`src/rtl/spi_rom_rd_ctrl.sv`:
```
// -----------------------------------------------------------------------------
// spi_rom_rd_ctrl
//
// Sequences an SPI master engine through serial-ROM/flash READ transactions.
// A request (address, length) is turned into a framed TX FIFO stream: one
// header word, the opcode, three address bytes (MSB first), then one filler
// byte per data byte. The RX FIFO is drained in parallel. The bytes clocked
// in during the opcode/address phase are discarded, and exactly `length`
// data bytes are forwarded on a valid/ready stream.
//
// Optional feature macro: SPI_ROM_FAST_READ_EN
//   When defined, the opcode is FAST_CMD and a single dummy byte follows the
//   address. That byte is also discarded on the RX side, so the overhead is 5
//   and the longest legal request is 122 bytes.
//
// Ports:
//   clk, rst               system clock, synchronous active-low reset
//   req_valid/req_ready    request handshake; req_addr (24b), req_len (7b)
//   tx_wr, tx_data[8:0]    TX FIFO push; tx_full back-pressures the push
//   rx_rd, rx_data[7:0]    RX FIFO pop (first-word-fall-through); rx_empty
//   rd_data, rd_valid      returned ROM bytes; rd_ready from the consumer
//   done                   pulses in the cycle the last byte is accepted
//   err                    pulses the cycle after an illegal length is taken
// -----------------------------------------------------------------------------
module spi_rom_rd_ctrl #(
    parameter logic [7:0] READ_CMD  = 8'h03,
    parameter logic [7:0] FAST_CMD  = 8'h0B,
    parameter logic [7:0] FILL_BYTE = 8'h00
) (
    input  logic        clk,
    input  logic        rst,
    input  logic        req_valid,
    output logic        req_ready,
    input  logic [23:0] req_addr,
    input  logic [6:0]  req_len,
    output logic        tx_wr,
    output logic [8:0]  tx_data,
    input  logic        tx_full,
    output logic        rx_rd,
    input  logic [7:0]  rx_data,
    input  logic        rx_empty,
    output logic [7:0]  rd_data,
    output logic        rd_valid,
    input  logic        rd_ready,
    output logic        done,
    output logic        err
);

`ifdef SPI_ROM_FAST_READ_EN
    localparam bit FAST_EN = 1'b1;
`else
    localparam bit FAST_EN = 1'b0;
`endif

    localparam int         OVH_N     = FAST_EN ? 5 : 4;
    localparam logic [6:0] OVH       = 7'(OVH_N);
    localparam logic [2:0] SKIP_INIT = 3'(OVH_N);
    localparam logic [6:0] MAX_LEN   = 7'(127 - OVH_N);
    localparam logic [7:0] OPCODE    = FAST_EN ? FAST_CMD : READ_CMD;

    typedef enum logic [3:0] {
        S_IDLE,
        S_HDR,
        S_CMD,
        S_A2,
        S_A1,
        S_A0,
        S_DUMMY,
        S_FILL,
        S_WAITRX
    } state_t;

    state_t      state;
    logic [23:0] addr_q;
    logic [6:0]  tot_q;
    logic [6:0]  fill_cnt;
    logic [6:0]  fwd_cnt;
    logic [2:0]  skip_cnt;

    logic tx_busy;
    logic skip_pop;
    logic fwd_pop;
    logic len_bad;

    // TX/RX strobes and done are decoded from registered state, but they must
    // react to tx_full / rx_empty / rd_ready in the same cycle so the FIFOs
    // are never over- or under-run. Gating with rst makes a reset abort
    // traffic in the very cycle it is applied.
    assign tx_busy  = (state != S_IDLE) && (state != S_WAITRX);
    assign tx_wr    = rst && tx_busy && !tx_full;

    assign skip_pop = (skip_cnt != 3'd0);
    assign fwd_pop  = (skip_cnt == 3'd0) && (fwd_cnt != 7'd0) && (!rd_valid || rd_ready);
    assign rx_rd    = rst && (state != S_IDLE) && !rx_empty && (skip_pop || fwd_pop);

    assign done     = rst && (state == S_WAITRX) && (fwd_cnt == 7'd0) && rd_valid && rd_ready;

    assign len_bad  = (req_len == 7'd0) || (req_len > MAX_LEN);

    // NOTE: every variable assigned in always_comb gets a default first, so no
    // path can leave it unassigned and infer a latch.
    always_comb begin
        tx_data = 9'h000;
        case (state)
            S_HDR:   tx_data = {1'b1, 1'b0, tot_q};
            S_CMD:   tx_data = {1'b0, OPCODE};
            S_A2:    tx_data = {1'b0, addr_q[23:16]};
            S_A1:    tx_data = {1'b0, addr_q[15:8]};
            S_A0:    tx_data = {1'b0, addr_q[7:0]};
            S_DUMMY: tx_data = {1'b0, FILL_BYTE};
            S_FILL:  tx_data = {1'b0, FILL_BYTE};
            default: tx_data = 9'h000;
        endcase
    end

    // NOTE: sequential state uses non-blocking assignments only, so every
    // register samples the pre-edge values regardless of statement order.
    always_ff @(posedge clk) begin
        if (!rst) begin
            state     <= S_IDLE;
            req_ready <= 1'b0;
            addr_q    <= 24'h000000;
            tot_q     <= 7'd0;
            fill_cnt  <= 7'd0;
            fwd_cnt   <= 7'd0;
            skip_cnt  <= 3'd0;
            rd_data   <= 8'h00;
            rd_valid  <= 1'b0;
            err       <= 1'b0;
        end else begin
            err <= 1'b0;

            // TX sequencer: each TX state advances only on a completed push.
            case (state)
                S_IDLE: begin
                    if (req_valid && req_ready && !len_bad) begin
                        addr_q    <= req_addr;
                        tot_q     <= req_len + OVH;
                        fill_cnt  <= req_len;
                        fwd_cnt   <= req_len;
                        skip_cnt  <= SKIP_INIT;
                        req_ready <= 1'b0;
                        state     <= S_HDR;
                    end else begin
                        // An illegal length is consumed and flagged; we stay idle.
                        err       <= req_valid && req_ready && len_bad;
                        req_ready <= 1'b1;
                    end
                end
                S_HDR:   if (tx_wr) state <= S_CMD;
                S_CMD:   if (tx_wr) state <= S_A2;
                S_A2:    if (tx_wr) state <= S_A1;
                S_A1:    if (tx_wr) state <= S_A0;
                S_A0:    if (tx_wr) state <= FAST_EN ? S_DUMMY : S_FILL;
                S_DUMMY: if (tx_wr) state <= S_FILL;
                S_FILL: begin
                    if (tx_wr) begin
                        fill_cnt <= fill_cnt - 7'd1;
                        if (fill_cnt == 7'd1) state <= S_WAITRX;
                    end
                end
                S_WAITRX: begin
                    if (done) begin
                        state     <= S_IDLE;
                        req_ready <= 1'b1;
                    end
                end
                default: state <= S_IDLE;
            endcase

            // RX side: discard the overhead bytes, then forward data bytes.
            // A pop in the same cycle as a consumer accept reloads rd_data
            // while rd_valid stays high, giving one byte per cycle.
            if (rx_rd) begin
                if (skip_pop) begin
                    skip_cnt <= skip_cnt - 3'd1;
                end else begin
                    rd_data  <= rx_data;
                    rd_valid <= 1'b1;
                    fwd_cnt  <= fwd_cnt - 7'd1;
                end
            end else if (rd_valid && rd_ready) begin
                rd_valid <= 1'b0;
            end
        end
    end

endmodule

```
`config.mk`:
```
export PLATFORM = sky130hd
export DESIGN_NAME = spi_rom_rd_ctrl
export DESIGN_NICKNAME = d
export VERILOG_FILES = /design/src/rtl/spi_rom_rd_ctrl.sv
export SDC_FILE = /design/constraint.sdc
export NUM_CORES = 1
export LEC_CHECK = 0
export ABC_AREA = 1
export CAP_MARGIN = 20
export CORE_MARGIN = 3
export CORE_UTILIZATION = 49
export DETAILED_ROUTE_END_ITERATION = 7
export PLACE_DENSITY = 0.77
export SLEW_MARGIN = 20
export SYNTH_ARGS = -nofsm -noshare
export SYNTH_HDL_FRONTEND = slang
export SYNTH_SLANG_ARGS = --single-unit
```
`constraint.sdc`:
```
create_clock -name clk -period 2.15 [get_ports clk]
set_clock_uncertainty 0.15 [all_clocks]
set_input_delay 0.43 -clock clk [delete_from_list [all_inputs] [get_ports clk]]
set_output_delay 0.43 -clock clk [all_outputs]
set_load 0.05 [all_outputs]
```
==> metrics.csv <==
stage,metric,value,unit
outcome,outcome,"complete, but fails checks",
outcome,failing checks,negative setup slack,
clock_network,largest buffer count on any clock path,2,
floorplanning,IO Count,68,
critical_path,depth of the worst register-to-register path,11,
synth,Post-Syn Area,3289,um^2
synth,most used standard cells in the synthesized netlist,"sky130_fd_sc_hd__nand2_1 (119), sky130_fd_sc_hd__inv_1 (74), sky130_fd_sc_hd__dfxtp_1 (63)",
critical_path,Worst path depth,8,
min_path,Min-Delay Path Depth,2,
global_routing,largest net degree at the start of global routing,46,
global_routing,wire length of the first global-routing pass,15.59,mm
floorplanning,starting utilization of the core area,0.5122,
synth,cell taking the most area after synthesis,sky130_fd_sc_hd__dfxtp_1,
synth,leading cell type by number of instances after synthesis,sky130_fd_sc_hd__nand2_1,
place,Placement Cell Area,4417,um^2
critical_path,worst endpoint required time,1.57,ns
min_path,Hold Crit Class,flop to flop,
synth,post-synthesis net count,555,
clock_network,clock transition at the registers of the reported paths,0.08,ns
layout,layout overhead on the synthesized area,53.14,%
route,Detailed Route Iter0 Violations,229,
floorplanning,width of the chip,87.94,um
synth,primary flip-flop cell chosen by synthesis mapping,sky130_fd_sc_hd__dfxtp_1,
critical_path,critical path's slowest cell,sky130_fd_sc_hd__dfxtp_4,
clock_network,Sink Count,63,
place,placed cell count,657,
synth,Synth top area share,0.3834,
critical_path,Critical Path Sink Type,output port,
timing,count of final hold-check violations,0,
layout,number of antenna diodes,0,
place,pre-CTS WS,-0.3643,ns
layout,share of layout cells above drive strength 1,0.2115,
clock_network,CTS buffer count,9,
synth,post-synthesis instance total,502,
layout,fill cell instance count of the final layout,441,
layout,fin cells,687,
power_and_ir_drop,Worst IR Drop VDD,0.9063,mV
critical_path,maximum fanout count along the critical path,6,
timing,transition at the pin with the smallest max-transition slack,0.5033,ns
synth,synthesis-stage register bit count,63,
power_and_ir_drop,Leak Pwr,0.002223,uW
timing,max-slew violation count,0,
critical_path,CP top delay family,compound AO/OA/AOI/OAI gates,
global_routing,number of antenna violations at the first check in global routing,0,
critical_path,total buffers and inverters traversed by the critical path,3,
place,post-DP HPWL,6.521,mm
route,average routed wire per standard cell,15.24,um
timing,Achievable Freq,0.4198,GHz
critical_path,CP arrival,1.80,ns
route,number of design rule violations left after detail routing,0,
synth,fraction of registers with async set/reset,0,
place,Final GP Congestion,0.8961,
timing,Tcrit/Tclk final,1.108,
place,number of port buffers,67,
timing,worst slew margin relative to its limit,0.6634,
synth,main area contributors after synthesis,"sky130_fd_sc_hd__dfxtp_1 (38%), sky130_fd_sc_hd__nand2_1 (14%), sky130_fd_sc_hd__inv_1 (8.4%)",
global_routing,total congestion overflow after global routing,0,
synth,number of synthesized flops with an enable pin,0,
synth,distinct cell type count of the synthesized netlist,30,
route,total wirelength of the detailed-routed design,10.47,mm
floorplanning,placement row count,29,
global_routing,overall routing resource usage,0.2539,
floorplanning,Die Height,87.94,um
synth,number of warnings reported in the yosys synthesis log,0,
job,maxcap violations,0,
timing,setup repair after global routing missed its margin,true,
clock_network,CTS tree,built,
clock_network,root buffer cell,sky130_fd_sc_hd__clkbuf_8,
layout,post-layout instance area,5037,um^2
critical_path,kind of launch point of the worst setup path,flop,
route,Detailed Routing Iterations Pass 1,6,
synth,Syn Area/Cell,6.553,um^2
power_and_ir_drop,PwrDens,1195,nW/um^2
floorplanning,total core area,6422,um^2
layout,fraction of the core area covered by cells at the end of the flow,0.7843,
timing,Period minus WS final,2.382,ns
critical_path,ordered list of cells on the worst path,buf_4 > nand2_2 > inv_4 > nand2_4 > o22ai_1 > a21oi_1 > o21ai_4 > buf_12,
clock_network,Skew-Pair Late Insertion Delay,0.34,ns
route,number of vias in the routed layout,3695,
route,Final ANT Viol Nets,0,
floorplanning,die area,7733,um^2
timing,setup-violating endpoint count in the final report,9,
global_routing,vias in the first global route,3435,
route,Avg Vias per Cell,5.378,
critical_path,biggest cell delay along the critical path,0.37,ns
timing,Setup WS post-layout,-0.2323,ns
synth,sequential area share after synthesis,0.3834,
clock_network,CTS H-Tree Depth,3,
layout,Final #Nets,658,
critical_path,type of the setup path with the least slack,flop to output port,
[cell usage in the layout (no fill, tap or decap), types with 4 or more instances in the layout]
cell,n
sky130_fd_sc_hd__nand3_1,26
sky130_fd_sc_hd__inv_1,64
sky130_fd_sc_hd__ha_1,7
sky130_fd_sc_hd__inv_2,7
sky130_fd_sc_hd__nor2_4,6
sky130_fd_sc_hd__dfxtp_1,57
sky130_fd_sc_hd__a21oi_1,51
sky130_fd_sc_hd__nand4_1,5
sky130_fd_sc_hd__clkbuf_8,9
sky130_fd_sc_hd__inv_4,4
sky130_fd_sc_hd__dlymetal6s2s_1,4
sky130_fd_sc_hd__dfxtp_4,4
sky130_fd_sc_hd__buf_12,16
sky130_fd_sc_hd__a21oi_2,4
sky130_fd_sc_hd__nor2_1,46
sky130_fd_sc_hd__buf_4,33
sky130_fd_sc_hd__nand2_1,107
sky130_fd_sc_hd__buf_6,6
sky130_fd_sc_hd__xor2_1,6
sky130_fd_sc_hd__clkdlybuf4s50_1,50
sky130_fd_sc_hd__o21ai_0,38
sky130_fd_sc_hd__nand2_2,9
[metrics by stage]
step	TNS (ns)	power [uW]	hold slack (ns)
CTS	-0.3076	5716	0.2814
global placement	-12.43	4130	0.2737
floorplan	-0.3196	3334	0.2569
detailed placement	-16.15	4214	0.2706
finish	-0.9755	6022	0.2923
global route	-1.705	6390	0.3172
[final cells by class]
cell class                 instances  area, um^2  area share
clock inverter                     7       105.1     0.02086
multi-input combinational        342        1898      0.3768
timing repair buffer             113        1240      0.2462
inverter                          76       295.3     0.05862
clock buffer                       9       123.9     0.02459
tap                               77       96.34     0.01913
sequential                        63        1279      0.2539
[where the power goes]
part           internal, uW  switching [uW]
registers              1460             206
logic                  1290            1860
clock network           669             544
[what timing repair did]
item / in CTS / in global routing
gates cloned: 0 / 2
setup endpoints to repair: 14 / 58
hold buffers: 0 / 0
pin swaps: 9 / 9
resized for setup: 47 / 31
setup buffers: 8 / 6
[per-layer routing]
layer	vias up	share of wire	GRT usage
met4	0	0.034	0.09763
met1	1692	0.41	0.3107
li1	1812	-	-
met2	161	0.49	0.4342
met5	-	0	0
met3	30	0.068	0.05550
[flip-flops by register name, summed over array words and instances (netlist names)]
name and flops:
addr_q 24, err 1, fill_cnt 7, fwd_cnt 7, rd_data 8, rd_valid 1, req_ready 1, skip_cnt 3
state 4, tot_q 7
[worst paths after layout]
check | from | endpoint | slack, ns
worst min register to register | rd_data[1] | rd_data[1] | 0.29
worst max register to register | state[2] | state[1] | 0.19
worst max-delay path | state[2] | tx_data[3] | -0.23
worst min-delay path | rd_data[1] | rd_data[1] | 0.29
[logic make-up after synthesis]
group / count (synthesis) / share of synthesized area
compound gates: 113 / 0.1811
xor+xnor: 9 / 0.02396
flops: 63 / 0.3834
simple gates: 212 / 0.2655
fa+ha+maj: 8 / 0.03043
buf+inv: 97 / 0.1156
[worst min-delay path: cells and delay by family, from the launching register on]
family          cells  cell delay (ns)
buf+inv             1             0.04
flops               1             0.31
compound gates      1             0.05
No activity file was read; power rests on OpenSTA's default activity.
